==> src/rtl/uart_pkg.sv <==
// Shared UART definitions: FSM state encoding and frame/baud defaults.
package uart_pkg;

    localparam int unsigned UART_DATA_BITS            = 8;
    localparam int unsigned UART_DEFAULT_CLKS_PER_BIT = 234;

    typedef enum logic [2:0] {
        IDLE,
        START,
        DATA,
        PARITY,
        STOP,
        WAIT_HIGH
    } uart_state_e;

endpackage

==> src/rtl/uart_rx_sync2.sv <==
// Two-flop synchronizer with a configurable reset value.
module sync2 #(
    parameter logic RST_VAL = 1'b1
) (
    input  logic clk,
    input  logic rst,
    input  logic d,
    output logic q
);

    logic meta;

    always_ff @(posedge clk) begin
        if (rst) begin
            meta <= RST_VAL;
            q    <= RST_VAL;
        end else begin
            meta <= d;
            q    <= meta;
        end
    end

endmodule

==> src/rtl/uart_rx.sv <==
// 8N1 UART receiver with valid/ready byte output and frame/overrun reporting.
// Define UART_RX_PARITY_EN for 8E1 frames and a parity_err output.
module uart_rx
    import uart_pkg::*;
#(
    parameter int unsigned CLKS_PER_BIT = UART_DEFAULT_CLKS_PER_BIT
) (
    input  logic       clk,
    input  logic       rst,
    input  logic       rx,
    output logic [7:0] data,
    output logic       valid,
    input  logic       ready,
    output logic       frame_err,
    output logic       overrun,
    output logic       busy
`ifdef UART_RX_PARITY_EN
    ,
    output logic       parity_err
`endif
);

    localparam int unsigned CNT_W = $clog2(CLKS_PER_BIT);
    localparam int unsigned IDX_W = $clog2(UART_DATA_BITS);
    localparam logic [CNT_W-1:0] CNT_HALF = CNT_W'(CLKS_PER_BIT / 2 - 1);
    localparam logic [CNT_W-1:0] CNT_FULL = CNT_W'(CLKS_PER_BIT - 1);
    localparam logic [IDX_W-1:0] IDX_LAST = IDX_W'(UART_DATA_BITS - 1);

    logic rxs;

    uart_state_e state, state_n;
    logic [CNT_W-1:0] cnt, cnt_n;
    logic [IDX_W-1:0] idx, idx_n;
    logic [7:0]       shreg, shreg_n;
    logic [7:0]       data_n;
    logic             valid_n, frame_err_n, overrun_n, busy_n;
`ifdef UART_RX_PARITY_EN
    logic             par_bit, par_bit_n;
    logic             parity_err_n;
`endif

    sync2 #(.RST_VAL(1'b1)) u_sync (
        .clk (clk),
        .rst (rst),
        .d   (rx),
        .q   (rxs)
    );

    // State and datapath registers
    always_ff @(posedge clk) begin
        if (rst) begin
            state     <= IDLE;
            cnt       <= '0;
            idx       <= '0;
            shreg     <= '0;
            data      <= 8'h00;
            valid     <= 1'b0;
            frame_err <= 1'b0;
            overrun   <= 1'b0;
            busy      <= 1'b0;
`ifdef UART_RX_PARITY_EN
            par_bit    <= 1'b0;
            parity_err <= 1'b0;
`endif
        end else begin
            state     <= state_n;
            cnt       <= cnt_n;
            idx       <= idx_n;
            shreg     <= shreg_n;
            data      <= data_n;
            valid     <= valid_n;
            frame_err <= frame_err_n;
            overrun   <= overrun_n;
            busy      <= busy_n;
`ifdef UART_RX_PARITY_EN
            par_bit    <= par_bit_n;
            parity_err <= parity_err_n;
`endif
        end
    end

    // Next-state and output logic; a new byte always wins over a pending one
    always_comb begin
        state_n     = state;
        cnt_n       = CNT_W'(cnt + CNT_W'(1));
        idx_n       = idx;
        shreg_n     = shreg;
        data_n      = data;
        valid_n     = valid & ~ready;
        frame_err_n = 1'b0;
        overrun_n   = 1'b0;
`ifdef UART_RX_PARITY_EN
        par_bit_n    = par_bit;
        parity_err_n = 1'b0;
`endif

        case (state)
            IDLE: begin
                cnt_n = '0;
                if (!rxs) state_n = START;
            end
            START: begin
                if (cnt == CNT_HALF) begin
                    cnt_n   = '0;
                    idx_n   = '0;
                    state_n = rxs ? IDLE : DATA;
                end
            end
            DATA: begin
                if (cnt == CNT_FULL) begin
                    cnt_n          = '0;
                    shreg_n[idx]   = rxs;
                    idx_n          = IDX_W'(idx + IDX_W'(1));
                    if (idx == IDX_LAST) begin
`ifdef UART_RX_PARITY_EN
                        state_n = PARITY;
`else
                        state_n = STOP;
`endif
                    end
                end
            end
`ifdef UART_RX_PARITY_EN
            PARITY: begin
                if (cnt == CNT_FULL) begin
                    cnt_n     = '0;
                    par_bit_n = rxs;
                    state_n   = STOP;
                end
            end
`endif
            STOP: begin
                if (cnt == CNT_FULL) begin
                    cnt_n = '0;
                    if (rxs) begin
                        data_n    = shreg;
                        valid_n   = 1'b1;
                        overrun_n = valid & ~ready;
`ifdef UART_RX_PARITY_EN
                        parity_err_n = ^{shreg, par_bit};
`endif
                        state_n   = IDLE;
                    end else begin
                        frame_err_n = 1'b1;
                        state_n     = WAIT_HIGH;
                    end
                end
            end
            WAIT_HIGH: begin
                cnt_n = '0;
                if (rxs) state_n = IDLE;
            end
            default: begin
                cnt_n   = '0;
                state_n = IDLE;
            end
        endcase

        busy_n = (state_n != IDLE);
    end

endmodule

==> config.mk <==
export PLATFORM = sky130hd
export DESIGN_NAME = uart_rx
export DESIGN_NICKNAME = d
export VERILOG_FILES = /design/src/rtl/uart_pkg.sv /design/src/rtl/uart_rx_sync2.sv /design/src/rtl/uart_rx.sv
export SDC_FILE = /design/constraint.sdc
export NUM_CORES = 1
export LEC_CHECK = 0
export BUFFER_PORTS_ARGS = -buffer_cell sky130_fd_sc_hd__buf_2
export CORE_MARGIN = 5
export CORE_UTILIZATION = 50
export CTS_BUF_LIST = sky130_fd_sc_hd__clkbuf_8
export CTS_CLUSTER_DIAMETER = 200
export CTS_CLUSTER_SIZE = 24
export DETAILED_ROUTE_END_ITERATION = 8
export PLACE_DENSITY_LB_ADDON = 0.3
export SYNTH_ARGS = -nofsm -noshare
export SYNTH_HDL_FRONTEND = slang
export SYNTH_SLANG_ARGS = --single-unit
==> constraint.sdc <==
create_clock -name clk -period 2.2 [get_ports clk]
set_input_delay 0 -clock clk [delete_from_list [all_inputs] [get_ports clk]]
set_output_delay 0 -clock clk [all_outputs]
set_load 0.05 [all_outputs]
==> flow_metrics.tcl <==
set metrics [dict create \
    reg2reg_depth 6 \
    max_freq_ghz 0.565 \
    cts-resized-gates 0 \
    total_power_uw 1180 \
    peakVddDrop_uv 377 \
    synth_cell_types 41 \
    multiInputGateArea_um2 886 \
    yosys.cell_count.top_type "dfxtp_1" \
    antenna_found_initial 0 \
    htree_levels 2 \
    avgSynthCellArea_um2 9.92 \
    synthCells 168 \
    cts_root_buf "clkbuf_8" \
    area_growth_syn_to_layout_pct 13.0 \
    grtUsageMet2 0.266 \
    grt_max_degree 35 \
    final_util 0.573 \
    slew_headroom 0.649 \
    busiest_layer "met2" \
    power_leakage_uw 0.000779 \
    finalSetupViolCount 0 \
    synth_edf_count 0 \
    wl_per_cell_um 13.4 \
    power_frac_seq 0.559 \
    synth_top_area_share 0.432 \
    pwr-share-comb 0.032 \
    holdPathStages 2 \
    grt_pass1_vias 1229 \
    cp-end-kind "flop" \
    path_clk_slew_ns 0.07 \
    cp-start-kind "flop" \
    dr.first_iter.drc_count 73 \
    async_flop_share 0 \
    outcome "complete, no violations" \
    core_um2 3280 \
    pwr-share-clk 0.409 \
    die_area_um2 4590 \
    fin_crit_sh 0.804 \
    crit_required_ns 2.35 \
    crit_path_max_fanout 9 \
    num_vias 1262 \
    synth_ff_type "dfxtp_1" \
    grt_overflow_total 0 \
    insertion_delay_ns 0.29 \
    drive_above_1_share 0.170 \
    yosysTopAreaCell "dfxtp_1" \
    switching_share 0.222 \
    power_switching_uw 262 \
    finalHoldViolations 0 \
    routed_via_density 5.39 \
    use_met3 0.0532 \
    drt_pass1_iterations 4 \
    antenna_left 0 \
    seqCellArea_um2 721 \
    drt_wl_total_um 3130 \
    io_pins 16 \
    n_antenna_cell 0 \
    skew_ns 0.00795 \
    grt_pass1_wl_um 5370 \
    final_max_slew_viol_count 0 \
    gp_congestion 0.846 \
    synth_warnings 0 \
    clockBufferDepth 2 \
    synth_area_leaders "dfxtp_1, mux2i_1, nand2b_1" \
    row_count 21 \
    route.detailed.drc 0 \
    start_util 0.507 \
    grt_usage 0.157 \
    cts.sinks 36 \
    hold_path.class "primary input to flop" \
    synth_seq_cells 36 \
    worst_pin_slew_ns 0.527 \
    fill_cells 302 \
    maxCapViolations 0 \
    rsz0062_at_grt "false" \
    yosysSeqAreaShare 0.432 \
    final.min_clock_period_ns 1.77 \
    cts_setup_buffers 0 \
    die_h_um 67.7 \
    die_x_um 67.7 \
    grt_use_met1 0.171 \
    dp_hpwl_um 2140 \
    synth_nets 177 \
    cts_made_buffers 5 \
    p_int_uw 920 \
    setup_tns_ns 0 \
    arrival_ns 1.92 \
    cts_tree "built" \
    io_buffers 15 \
    synth_area_um2 1670 \
    power_density_nw_per_um2 628 \
    nNetsFinal 196 \
    synth_common_cells "dfxtp_1, mux2i_1, nor2_1" \
    criticalPathCategory "flop to flop" \
]
-- state kept, by name (all words and copies together) (netlist names) --
register     flops
busy             1
cnt              8
data             8
frame_err        1
idx              3
overrun          1
shreg            8
state            3
u_sync.meta      1
u_sync.q         1
valid            1
-- through the flow --
stage               std cells  setup WS (ns)  hold WS [ns]  area (um2)
floorplan                 168          0.611         0.104        1670
global route              234          0.280         0.201        1880
finish                    234          0.431         0.172        1880
detailed placement        224          0.441         0.186        1770
global placement          224          0.514         0.182        1770
CTS                       234          0.431         0.173        1880
-- cell families after synthesis --
family          synth area share
flops                      0.432
mux                       0.0961
compound gates            0.0908
fa+ha+maj                 0.0375
xor+xnor                  0.0315
simple gates               0.276
buf+inv                   0.0360
-- placed cells by master, fill, tap and decap left out, types with 2 or more instances in the layout --
cell type       n
clkbuf_8        6
xor2_1          3
dlygate4sd3_1   2
inv_1           7
a21oi_1         9
and3_1          3
mux2i_1        16
a211oi_1        9
nand2b_1       12
nand3_1         7
or2_2           2
xnor2_1         3
nand4_1         4
nand2_1         4
nand3b_1        4
nor2b_1         3
buf_2          15
ha_1            5
dfxtp_1        36
nor3b_1         3
nor2_1         13
-- routing by layer --
metal | vias to the layer above | routed length, um
li1 | 633 | -
met1 | 594 | 1400
met2 | 24 | 1490
met3 | 11 | 158
met4 | 0 | 84
met5 | - | 0
-- worst max-delay path, cell delays in order, from the launching register on --
cell and delay, ns:
dfxtp_1 0.39, ha_1 0.21, nand4b_2 0.23, nor4_2 0.29, buf_4 0.25, mux2i_1 0.21
nor2_1 0.06
-- timing repair --
| action | 4_1_cts | 5_1_grt |
|---|---|---|
| setup endpoints to repair | 0 | 0 |
| hold endpoints to repair | 2 | 0 |
| hold buffers | 2 | 0 |
-- power groups by stage --
stage                     logic (uW)  clock network [uW]  registers, uW
final                           37.9                 484            660
after floorplan                 24.3                   0            677
after CTS                       38.1                 492            660
after global placement          34.2                   0            675
after global routing            41.8                 519            660
after detailed placement        35.1                   0            675
-- final timing paths --
kind	end	start	slack [ns]
setup / recovery	data[5]	cnt[0]	0.43
setup reg to reg	data[5]	cnt[0]	0.43
hold reg to reg	u_sync.q	u_sync.meta	0.41
hold / removal	frame_err	rst	0.17
-- final cells by class --
class                           instances  share of cell area
Clock buffer                            6              0.0439
Clock inverter                          2             0.00598
Inverter                                6              0.0120
Multi-Input combinational cell        120               0.470
Sequential cell                        36               0.383
Tap cell                               46              0.0306
Timing Repair Buffer                   18              0.0545
No activity file was read; power rests on OpenSTA's default activity.
